`config.mk`:
```
export PLATFORM = sky130hd
export DESIGN_NAME = execute_muldiv
export DESIGN_NICKNAME = d
export VERILOG_FILES = /design/src/rtl/decode_pkg.sv /design/src/rtl/muldiv_div_iter.sv /design/src/rtl/execute_muldiv.sv
export SDC_FILE = /design/constraint.sdc
export NUM_CORES = 1
export LEC_CHECK = 0
export BUFFER_PORTS_ARGS = -buffer_cell sky130_fd_sc_hd__buf_2
export CAP_MARGIN = 20
export CELL_PAD_IN_SITES_DETAIL_PLACEMENT = 0
export CELL_PAD_IN_SITES_GLOBAL_PLACEMENT = 1
export CORE_AREA = 5 5 216 218
export CTS_CLUSTER_DIAMETER = 60
export DETAILED_ROUTE_END_ITERATION = 8
export DIE_AREA = 0 0 221 223
export PLACE_DENSITY_LB_ADDON = 0.1
export REMOVE_ABC_BUFFERS = 1
export SETUP_SLACK_MARGIN = 0.15
export SYNTH_ARGS = -nofsm -noshare
export SYNTH_HDL_FRONTEND = slang
export SYNTH_SLANG_ARGS = --single-unit
```
`constraint.sdc`:
```
create_clock -name clk -period 7 [get_ports clk]
set_input_delay 1.4 -clock clk [delete_from_list [all_inputs] [get_ports clk]]
set_output_delay 1.4 -clock clk [all_outputs]
set_load 0.05 [all_outputs]
```
`src/rtl/decode_pkg.sv`:
```
// ============================================================================
//  Module      : decode_pkg
//  Description : Decode-stage shared types. Holds the multiply/divide
//                operation enum that the decoder produces for
//                MULT/MULTU/DIV/DIVU, the operand width, and small helpers
//                that the execute-stage multiply/divide unit uses.
//  Revision    : 1.0 - initial release
// ============================================================================
`default_nettype none

package decode_pkg;

  localparam int MULDIV_WIDTH = 32;

  typedef enum logic [1:0] {
    MD_MULT  = 2'd0,
    MD_MULTU = 2'd1,
    MD_DIV   = 2'd2,
    MD_DIVU  = 2'd3
  } muldiv_op_t;

  function automatic logic md_is_signed(input muldiv_op_t op);
    return (op == MD_MULT) || (op == MD_DIV);
  endfunction

  function automatic logic md_is_div(input muldiv_op_t op);
    return (op == MD_DIV) || (op == MD_DIVU);
  endfunction

  // Magnitude of a signed operand; unsigned operands pass through.
  // The most negative value maps onto itself, which is the correct
  // unsigned magnitude 2^31.
  function automatic logic [MULDIV_WIDTH-1:0] md_mag(
    input logic [MULDIV_WIDTH-1:0] x,
    input logic                    is_signed
  );
    return (is_signed && x[MULDIV_WIDTH-1]) ? -x : x;
  endfunction

endpackage

`default_nettype wire

```
`src/rtl/muldiv_div_iter.sv`:
```
// ============================================================================
//  Module      : muldiv_div_iter
//  Description : Restoring radix-2 divider datapath. Loads operand
//                magnitudes, performs one quotient bit per step on a
//                {rem[32:0], quo[31:0]} register, and presents the signed
//                result of the *next* step combinationally so the caller can
//                capture the final answer on the same edge as the last step.
//  Ports       : clk, resetn      - clock, synchronous active-low reset
//                load             - capture dividend/divisor and sign flags
//                step             - advance one restoring iteration
//                is_signed        - DIV (1) or DIVU (0)
//                dividend/divisor - raw rs / rt operands
//                quo_res/rem_res  - sign-fixed quotient / remainder after
//                                   the step currently being taken
//  Revision    : 1.0 - initial release
// ============================================================================
`default_nettype none

module muldiv_div_iter
  import decode_pkg::*;
(
  input  logic                    clk,
  input  logic                    resetn,
  input  logic                    load,
  input  logic                    step,
  input  logic                    is_signed,
  input  logic [MULDIV_WIDTH-1:0] dividend,
  input  logic [MULDIV_WIDTH-1:0] divisor,
  output logic [MULDIV_WIDTH-1:0] quo_res,
  output logic [MULDIV_WIDTH-1:0] rem_res
);

  logic [MULDIV_WIDTH:0]   rem;
  logic [MULDIV_WIDTH-1:0] quo;
  logic [MULDIV_WIDTH-1:0] dvs;
  logic                    neg_q;
  logic                    neg_r;
  logic                    div0;

  logic [MULDIV_WIDTH+1:0] shifted;
  logic [MULDIV_WIDTH+1:0] diff;
  logic                    take;
  logic [MULDIV_WIDTH:0]   rem_nxt;
  logic [MULDIV_WIDTH-1:0] quo_nxt;

  always_comb begin
    // The partial remainder is always below the divisor, so the upper
    // bits of the shifted value are zero; the borrow of the subtraction
    // decides the quotient bit.
    shifted = {rem, quo[MULDIV_WIDTH-1]};
    diff    = shifted - {2'b00, dvs};
    take    = ~diff[MULDIV_WIDTH+1];
    rem_nxt = take ? diff[MULDIV_WIDTH:0] : shifted[MULDIV_WIDTH:0];
    quo_nxt = {quo[MULDIV_WIDTH-2:0], take};

    // Divide by zero: every step "succeeds", leaving all-ones quotient and
    // the dividend magnitude as remainder. Restoring the dividend sign on
    // the remainder yields the raw dividend; the quotient is forced to
    // all-ones so the quotient sign fixup cannot disturb it.
    quo_res = div0  ? '1 : (neg_q ? -quo_nxt : quo_nxt);
    rem_res = neg_r ? -rem_nxt[MULDIV_WIDTH-1:0] : rem_nxt[MULDIV_WIDTH-1:0];
  end

  always_ff @(posedge clk) begin
    if (!resetn) begin
      rem   <= '0;
      quo   <= '0;
      dvs   <= '0;
      neg_q <= 1'b0;
      neg_r <= 1'b0;
      div0  <= 1'b0;
    end else if (load) begin
      rem   <= '0;
      quo   <= md_mag(dividend, is_signed);
      dvs   <= md_mag(divisor, is_signed);
      neg_q <= is_signed & (dividend[MULDIV_WIDTH-1] ^ divisor[MULDIV_WIDTH-1]);
      neg_r <= is_signed & dividend[MULDIV_WIDTH-1];
      div0  <= (divisor == '0);
    end else if (step) begin
      rem   <= rem_nxt;
      quo   <= quo_nxt;
    end
  end

endmodule

`default_nettype wire

```
`src/rtl/execute_muldiv.sv`:
```
// ============================================================================
//  Module      : execute_muldiv
//  Description : Execute-stage iterative multiply/divide unit producing the
//                64-bit HI/LO result. Holds the control FSM, the iteration
//                counter, the multiplier and the HI/LO output registers; the
//                restoring divider lives in muldiv_div_iter.
//  Ports       : clk, resetn  - clock, synchronous active-low reset
//                flush        - abort the current operation (flushE)
//                in_valid     - E holds MULT/MULTU/DIV/DIVU
//                op, a, b     - operation and rs/rt operands
//                accept       - pipeline advances out of E (~stallE)
//                busy, done   - iterating / result valid
//                stall_req    - in_valid & ~done, to the hazard unit
//                hi, lo       - HI/LO results
//  Config      : MULDIV_FAST_MULT_EN - single-cycle combinational multiply
//                (done one cycle after start); otherwise a 32-step
//                shift-add multiply. Division is always iterative.
//  Revision    : 1.0 - initial release
// ============================================================================
`default_nettype none

module execute_muldiv
  import decode_pkg::*;
#(
  parameter int DIV_ITERS = 32,
  parameter int MUL_ITERS = 32
) (
  input  logic                    clk,
  input  logic                    resetn,
  input  logic                    flush,
  input  logic                    in_valid,
  input  muldiv_op_t              op,
  input  logic [MULDIV_WIDTH-1:0] a,
  input  logic [MULDIV_WIDTH-1:0] b,
  input  logic                    accept,
  output logic                    busy,
  output logic                    done,
  output logic                    stall_req,
  output logic [MULDIV_WIDTH-1:0] hi,
  output logic [MULDIV_WIDTH-1:0] lo
);

  typedef enum logic [1:0] {
    IDLE = 2'd0,
    MUL  = 2'd1,
    DIV  = 2'd2,
    DONE = 2'd3
  } muldiv_state_t;

  localparam int MAX_ITERS = (DIV_ITERS > MUL_ITERS) ? DIV_ITERS : MUL_ITERS;
  localparam int CNT_W     = $clog2(MAX_ITERS + 1);

  muldiv_state_t state, state_nxt;
  logic [CNT_W-1:0] counter;

  logic op_signed;
  logic op_div;
  logic start;
  logic div_last;
  logic mul_last;

  logic [MULDIV_WIDTH-1:0]   quo_res;
  logic [MULDIV_WIDTH-1:0]   rem_res;
  logic [2*MULDIV_WIDTH-1:0] mul_res;

  assign op_signed = md_is_signed(op);
  assign op_div    = md_is_div(op);
  assign start     = (state == IDLE) && in_valid && !flush;
  assign div_last  = (counter == CNT_W'(DIV_ITERS - 1));
  assign mul_last  = (counter == CNT_W'(MUL_ITERS - 1));
  assign stall_req = in_valid & ~done;

`ifdef MULDIV_FAST_MULT_EN
  logic signed [2*MULDIV_WIDTH+1:0] fast_prod;

  // 33x33 signed product: the extra top bit is the operand sign for
  // MULT and zero for MULTU, so one multiplier serves both.
  always_comb begin
    fast_prod = $signed({op_signed & a[MULDIV_WIDTH-1], a}) *
                $signed({op_signed & b[MULDIV_WIDTH-1], b});
    mul_res   = fast_prod[2*MULDIV_WIDTH-1:0];
  end
`else
  logic [MULDIV_WIDTH-1:0]   mcand;
  logic [2*MULDIV_WIDTH-1:0] mul_acc;
  logic                      mul_neg;
  logic [MULDIV_WIDTH:0]     mul_sum;
  logic [2*MULDIV_WIDTH-1:0] mul_step;

  // Shift-add on magnitudes: the multiplier sits in the low half and is
  // consumed LSB first while partial sums enter the high half.
  always_comb begin
    mul_sum  = {1'b0, mul_acc[2*MULDIV_WIDTH-1:MULDIV_WIDTH]} +
               {1'b0, (mul_acc[0] ? mcand : '0)};
    mul_step = {mul_sum, mul_acc[MULDIV_WIDTH-1:1]};
    mul_res  = mul_neg ? -mul_step : mul_step;
  end
`endif

  muldiv_div_iter u_div (
    .clk       (clk),
    .resetn    (resetn),
    .load      (start && op_div),
    .step      ((state == DIV) && !flush),
    .is_signed (op_signed),
    .dividend  (a),
    .divisor   (b),
    .quo_res   (quo_res),
    .rem_res   (rem_res)
  );

  always_ff @(posedge clk) begin
    if (!resetn) state <= IDLE;
    else         state <= state_nxt;
  end

  always_comb begin
    state_nxt = state;
    busy      = 1'b0;
    done      = 1'b0;
    case (state)
      IDLE: begin
        if (start) begin
          if (op_div) begin
            state_nxt = DIV;
          end else begin
`ifdef MULDIV_FAST_MULT_EN
            state_nxt = DONE;
`else
            state_nxt = MUL;
`endif
          end
        end
      end
      MUL: begin
        busy = 1'b1;
        if (mul_last) state_nxt = DONE;
      end
      DIV: begin
        busy = 1'b1;
        if (div_last) state_nxt = DONE;
      end
      DONE: begin
        done = 1'b1;
        if (accept) state_nxt = IDLE;
      end
      default: state_nxt = IDLE;
    endcase
    if (flush) state_nxt = IDLE;
  end

  always_ff @(posedge clk) begin
    if (!resetn) begin
      counter <= '0;
      hi      <= '0;
      lo      <= '0;
`ifndef MULDIV_FAST_MULT_EN
      mcand   <= '0;
      mul_acc <= '0;
      mul_neg <= 1'b0;
`endif
    end else begin
      if (start) begin
        counter <= '0;
      end else if (busy && !flush) begin
        counter <= counter + CNT_W'(1);
      end

`ifndef MULDIV_FAST_MULT_EN
      if (start && !op_div) begin
        mcand   <= md_mag(a, op_signed);
        mul_acc <= {{MULDIV_WIDTH{1'b0}}, md_mag(b, op_signed)};
        mul_neg <= op_signed & (a[MULDIV_WIDTH-1] ^ b[MULDIV_WIDTH-1]);
      end else if ((state == MUL) && !flush) begin
        mul_acc <= mul_step;
      end
`endif

      // HI/LO only change when a result completes; a flush leaves them.
      if (!flush) begin
`ifdef MULDIV_FAST_MULT_EN
        if (start && !op_div) begin
          hi <= mul_res[2*MULDIV_WIDTH-1:MULDIV_WIDTH];
          lo <= mul_res[MULDIV_WIDTH-1:0];
        end
`else
        if ((state == MUL) && mul_last) begin
          hi <= mul_res[2*MULDIV_WIDTH-1:MULDIV_WIDTH];
          lo <= mul_res[MULDIV_WIDTH-1:0];
        end
`endif
        if ((state == DIV) && div_last) begin
          hi <= rem_res;
          lo <= quo_res;
        end
      end
    end
  end

endmodule

`default_nettype wire

```
==> flow_summary_export.csv, run 1 <==
group,metric,value,unit
global_route,grt.overflow.total,0,
clock_network,numCtsBuffers,39,
clock_network,cts_tree,"built",
placed_design,port_buffers,137,
drt,drtIter0Drc,1710,
global_route,grt.busiest_layer,"met2",
yosys,synth.distinct_cells,96,
timing,finalMaxSlewViolations,0,
run_status,run_status,"finished clean",
yosys,ys_seq_area_share,27.29,%
floorplanning,die_w,221,um
placed_design,place_ws,1626,ps
worst_setup_path,criticalPathCategory,"reg2reg",
global_route,met1_usage,40.21,%
global_route,grt_start_max_net_pins,94,
clock_network,cts_hold_buf,0,
placed_design,place_congestion,0.9220,
clock_network,clk_pin_slew,60,ps
yosys,ys.warnings.count,0,
worst_setup_path,critical_path_arrival,5930,ps
timing,period_share,78.46,%
placed_design,place_area,0.02079,sq mm
timing,max_freq,182.1,MHz
clock_network,cts_resized,0,
yosys,netlist_area,0.01973,sq mm
clock_network,cts_buffer_depth,3,
timing,finalHoldViolCount,0,
clock_network,post_cts_buffers,0,
drt,vias,19850,
clock_network,worst_skew_pair.late_latency,560,ps
timing,worst_pin_slew,1073,ps
global_route,grtUsageTotal,27.80,%
timing,finalSetupViolCount,0,
worst_setup_path,endpoint_kind,"flop",
worst_setup_path,crit_path_max_incr_delay,580,ps
floorplanning,core-area,0.04470,sq mm
timing,final.min_clock_period,5492,ps
drt,avgRoutedWirePerCell,21.77,um
yosys,synthFlopType,"dfxtp_1",
floorplanning,ios,138,
yosys,synth_seq_cells,269,
power,leakage,8.499,nW
worst_setup_path,worst_ep_required_time,7440,ps
finish,utilization,49.59,%
run,maxCapViolations,0,
finish,fin_nets,2806,
clock_network,cts.htree.levels,2,
global_route,grt_pass1_wl,110300,um
drt,final_antenna_net_count,0,
worst_setup_path,crit_path_start_kind,"flop",
drt,route.detailed.drc,0,
worst_setup_path,ff2ff_path_depth,18,
global_route,gr-usage-met3,3.447,%
timing,tns,0,ps
timing,slew_headroom,28.49,%
finish,fill_cells,4586,
drt,viasPerCell,6.033,
floorplanning,die_h,223,um
finish,mostFrequentLayoutCells,"nand2_1 (349), dfxtp_1 (268), nor2_1 (240)",
worst_setup_path,worstPathMaxFanout,12,
timing,grt_setup_unrepaired,"no",
finish,seq_area,0.005386,sq mm
worst_setup_path,slowest_stage,"or4b_1",
global_route,use_met2,43.91,%
yosys,netlist_instances,2624,
floorplanning,initial_core_util,44.14,%
finish,area_growth,12.33,%
clock_network,cts_sinks,269,
drt,drt_wl_total,71640,um
floorplanning,num_rows,78,
yosys,synth-async-reset-ratio,0,%
worst_setup_path,cp_cell_sequence,"inv_1 > ha_1 > nand2_2 > or3_1 > a2111o_1 > a31oi_1 > nor3_2 > nor2_4 > inv_2 > a21oi_1 > ha_1 > nand3_1 > a2111oi_0 > mux2_2 > or4b_1 > or3_1 > o311ai_1 > o21ai_1",
global_route,antenna_found_initial,3,
drt,drt_pass1_iterations,6,
timing,worst_slack,1508,ps
clock_network,cts_root_buffer,"clkbuf_16",
min_path,worstHoldPathCells,2,
power,ir_drop,0.1484,mV
power,power_density,228.4,mW/mm^2
min_path,hold_path_class,"reg2reg",
global_route,grt_pass1_vias,18800,
yosys,synth-edff-count,0,
finish,multiInputGateArea,0.01343,sq mm
timing,finClkSkew,23.08,ps
yosys,avgSynthCellArea,7.520,sq um
placed_design,dp_hpwl,53620,um
timing,timing.hold.ws,449.0,ps
finish,drive_gt1_share,11.23,%
finish,final_common_cell,"nand2_1",
finish,fin_area,0.02217,sq mm
floorplanning,dieArea,0.04928,sq mm
-- synthesized netlist by cell type, types with 6 or more instances --
| cell | n | area share, % |
|---|---|---|
| a311oi_1 | 6 | 0.27 |
| nor3b_1 | 8 | 0.30 |
| and2_1 | 52 | 1.6 |
| o21a_1 | 14 | 0.53 |
| or2_2 | 14 | 0.44 |
| buf_2 | 9 | 0.23 |
| or3_1 | 29 | 0.92 |
| a221oi_1 | 25 | 1.1 |
| a211o_1 | 9 | 0.40 |
| a32oi_1 | 8 | 0.36 |
| a21o_1 | 32 | 1.2 |
| nand2b_1 | 17 | 0.54 |
| buf_1 | 18 | 0.34 |
| o211a_1 | 7 | 0.36 |
| xnor2_1 | 102 | 4.5 |
| o221ai_1 | 6 | 0.27 |
| o41ai_1 | 17 | 0.75 |
| nand3_1 | 30 | 0.76 |
| a31oi_1 | 19 | 0.60 |
| and4_1 | 10 | 0.44 |
| o21bai_1 | 6 | 0.23 |
| nand4_1 | 12 | 0.38 |
| dfxtp_1 | 269 | 27 |
| nor3_1 | 61 | 1.5 |
| a21oi_1 | 186 | 4.7 |
| o21ai_0 | 125 | 3.2 |
| clkbuf_1 | 141 | 2.7 |
| nor4_1 | 21 | 0.67 |
| or4_1 | 20 | 0.76 |
| mux2_2 | 11 | 0.63 |
| nor2b_1 | 13 | 0.41 |
| inv_1 | 77 | 1.5 |
| a2111oi_0 | 8 | 0.36 |
| nor2_1 | 242 | 4.6 |
| ha_1 | 74 | 4.7 |
| o31ai_1 | 50 | 1.9 |
| nand2_1 | 350 | 6.7 |
| xor2_1 | 111 | 4.9 |
| and3_1 | 75 | 2.4 |
| o211ai_1 | 23 | 0.88 |
| a211oi_1 | 183 | 7.0 |
| mux2i_1 | 26 | 1.3 |
-- per-layer routing --
metal / vias up / routed length [um]
li1: 9639 / -
met4: 2 / 1742
met1: 9469 / 33440
met2: 634 / 32210
met5: - / 13
met3: 104 / 4226
-- state kept, by name, indices dropped and copies added, names as in the netlist --
| name | count |
|---|---|
| mul_acc | 64 |
| u_div.rem | 33 |
| hi | 32 |
| lo | 32 |
| mcand | 32 |
| u_div.dvs | 32 |
| u_div.quo | 32 |
| counter | 6 |
| state | 2 |
| mul_neg | 1 |
| u_div.div0 | 1 |
| u_div.neg_q | 1 |
| u_div.neg_r | 1 |
-- area by class of cell --
class / count / share of cell area [%]
clock buffers: 49 / 5.075
flip-flops and latches: 269 / 24.30
inverters: 78 / 1.332
well taps: 600 / 3.387
repair buffers: 167 / 4.234
diodes: 1 / 0.01129
clock inverters: 22 / 1.067
multi-input cells: 2104 / 60.59
-- cells by family after synthesis --
group                      share of synthesized area [%]
adders and majority gates                          4.895
muxes                                              1.947
DFF                                                27.29
xor gates and xnor gates                           9.455
and+or+nand+nor                                    24.12
buffers and inverters                              4.933
AOI/OAI and AO/OA                                  27.36
-- report_power, final --
group          total [mW]  switching [mW]  internal (mW)
sequential           1.65          0.0695           1.58
combinational        1.34           0.872          0.471
clock                2.07           0.805           1.26
-- worst paths after layout --
check | startpoint | endpoint | slack (ps)
hold / removal | hi[17] | hi[17] | 450
setup / recovery | u_div.dvs[12] | hi[30] | 1510
setup reg to reg | u_div.dvs[12] | hi[30] | 1510
hold reg to reg | hi[17] | hi[17] | 450
-- through the flow --
step                power (mW)  instances
floorplan                2.565       2451
CTS                      5.085       3288
global placement         3.001       3216
global route             5.275       3289
finish                   5.063       3290
detailed placement       3.004       3217
-- critical path: cells and delay by family (launching register included) --
kind | cells | cell delay, ps
buffers and inverters | 2 | 210
multiplexers | 1 | 280
adder cells (fa/ha/maj) | 2 | 740
AND/OR/NAND/NOR | 7 | 2130
flip-flops | 1 | 340
AO/OA/AOI/OAI | 6 | 1660
(Power assumes the default switching activity.)
==> run 2: changes to the inputs <==
==> constraint.sdc (replaced) <==
create_clock -name clk -period 5.5 [get_ports clk]
set_input_delay 1.1 -clock clk [delete_from_list [all_inputs] [get_ports clk]]
set_output_delay 1.1 -clock clk [all_outputs]
set_load 0.05 [all_outputs]
==> flow_summary_export.csv, run 2 (same netlist as run 1, synthesis figures left out) <==
group,metric,value,unit
finish,fin_nets,2818,
power,leakage,8.513,nW
drt,drt_pass1_iterations,5,
timing,finalHoldViolCount,0,
finish,regMostFlops,"mul_acc",
min_path,hp-start,"hi[8]",
power,total_power,6.301,mW
timing,period_share,93.99,%
global_route,grt_pass1_vias,18580,
floorplanning,num_rows,78,
drt,drt_wl_total,71940,um
global_route,grtUsageTotal,27.68,%
timing,tns,0,ps
worst_setup_path,cp_top_family,"compound AO/OA/AOI/OAI gates",
clock_network,numCtsBuffers,38,
floorplanning,initial_core_util,44.14,%
worst_setup_path,cp_cell_sequence,"inv_1 > ha_1 > nand4_1 > or3_1 > a2111o_1 > a31oi_1 > o21a_1 > nor2_4 > inv_2 > nor2_1 > a21oi_1 > ha_1 > nand3_1 > a2111oi_1 > mux2_2 > or4b_1 > or3_1 > o311ai_1 > o21ai_1",
min_path,hold_path_class,"reg2reg",
worst_setup_path,worst-path-stages,19,
clock_network,post_cts_buffers,0,
run,maxCapViolations,0,
finish,utilization,49.70,%
placed_design,place_congestion,0.9558,
clock_network,cts.htree.levels,2,
run_status,run_status,"finished clean",
timing,worst_pin_slew,1110,ps
timing,finalMaxSlewViolations,0,
finish,reg_top3,"mul_acc x64, u_div.rem x33",
drt,route.detailed.drc,0,
timing,finalSetupViolCount,0,
floorplanning,die_w,221,um
min_path,worstHoldPathCells,2,
placed_design,dp_hpwl,54150,um
clock_network,cts_root_buffer,"clkbuf_16",
timing,slew_headroom,25.98,%
worst_setup_path,rrSetupSlack,330,ps
power,ir_drop,0.1896,mV
drt,final_antenna_net_count,0,
floorplanning,ios,138,
finish,multiInputGateArea,0.01346,sq mm
drt,vias,19880,
placed_design,place_ws,344.1,ps
timing,max_freq,193.5,MHz
worst_setup_path,criticalPathCategory,"reg2reg",
global_route,grt_start_max_net_pins,98,
timing,finClkSkew,23.12,ps
finish,largest_reg_flops,64,
worst_setup_path,r2r_start,"u_div.dvs[13]",
global_route,antenna_found_initial,2,
worst_setup_path,crit_path_max_incr_delay,580,ps
drt,avgRoutedWirePerCell,21.82,um
worst_setup_path,endpoint_kind,"flop",
floorplanning,dieArea,0.04928,sq mm
placed_design,port_buffers,137,
worst_setup_path,crit_path_start_kind,"flop",
worst_setup_path,slowest_stage,"or4b_1",
timing,final.min_clock_period,5169,ps
global_route,grt.overflow.total,0,
finish,drive_gt1_share,11.57,%
floorplanning,die_h,223,um
worst_setup_path,critical_path_arrival,5600,ps
clock_network,clk_pin_slew,50,ps
finish,area_growth,12.59,%
global_route,grt_pass1_wl,109700,um
worst_setup_path,worstPathMaxFanout,8,
drt,drtIter0Drc,1785,
timing,worst_slack,330.8,ps
finish,seq_area,0.005386,sq mm
power,power_density,283.6,mW/mm^2
timing,grt_setup_unrepaired,"yes",
clock_network,worst_skew_pair.late_latency,560,ps
clock_network,cts_sinks,269,
clock_network,cts_hold_buf,0,
min_path,whs_endpoint,"hi[8]",
finish,fill_cells,4556,
worst_setup_path,worst_ep_required_time,5930,ps
worst_setup_path,r2r_end,"hi[30]",
drt,viasPerCell,6.029,
worst_setup_path,critPathBufInv,2,
clock_network,cts_buffer_depth,3,
finish,final_common_cell,"nand2_1",
clock_network,cts_tree,"built",
worst_setup_path,ff2ff_path_depth,19,
finish,mostFrequentLayoutCells,"nand2_1 (348), dfxtp_1 (268), nor2_1 (240)",
floorplanning,core-area,0.04470,sq mm
## run 2: cell type report
type                    instances  area share (%)
diodes                          1         0.01126
inverters                      78           1.329
multi-input cells            2104           60.58
flip-flops and latches        269           24.25
well taps                     600           3.379
clock inverters                17          0.7096
clock buffers                  48           4.917
repair buffers                180           4.832
## run 2: worst max-delay path by stage
stage	from	endpoint	slack, ps
final	u_div.dvs[13]	hi[30]	330
after global routing	u_div.dvs[11]	hi[30]	100
after CTS	u_div.dvs[12]	hi[30]	310
after detailed placement	u_div.dvs[12]	hi[30]	340
after global placement	u_div.dvs[12]	hi[30]	480
after floorplan	flush	hi[31]	-3180
## run 2: timing repair
item / 4_1_cts / 5_1_grt
setup endpoints to repair: 0 / 6
endpoints found under the hold margin: 0 / 0
gates resized for setup: 0 / 6
## run 2: stage by stage
stage	instance area (sq um)	hold slack, ps	std cells
after global routing	22210	474.3	3296
after global placement	20880	439.5	3229
final	22220	449.5	3297
after floorplan	19050	431.7	2451
after CTS	22130	452.2	3294
after detailed placement	20880	445.1	3229
## run 2: layer usage
layer | GRT usage, % | share of wire (%) | wire length, um | up-vias
met1 | 39.22 | 47 | 33740 | 9474
li1 | - | - | - | 9662
met2 | 44.17 | 45 | 32260 | 642
met4 | 7.063 | 2.3 | 1659 | 0
met3 | 4.395 | 5.9 | 4280 | 98
met5 | 0 | 0 | 0 | -
## run 2: worst min-delay path, stage by stage (launching register included)
cell     delay [ps]
dfxtp_1         300
nand2_1          50
a21oi_1          50
## run 2: power breakdown
part	internal (mW)	switching (mW)
clock	1.50	0.979
sequential	2.02	0.0847
combinational	0.607	1.12
total	4.12	2.18
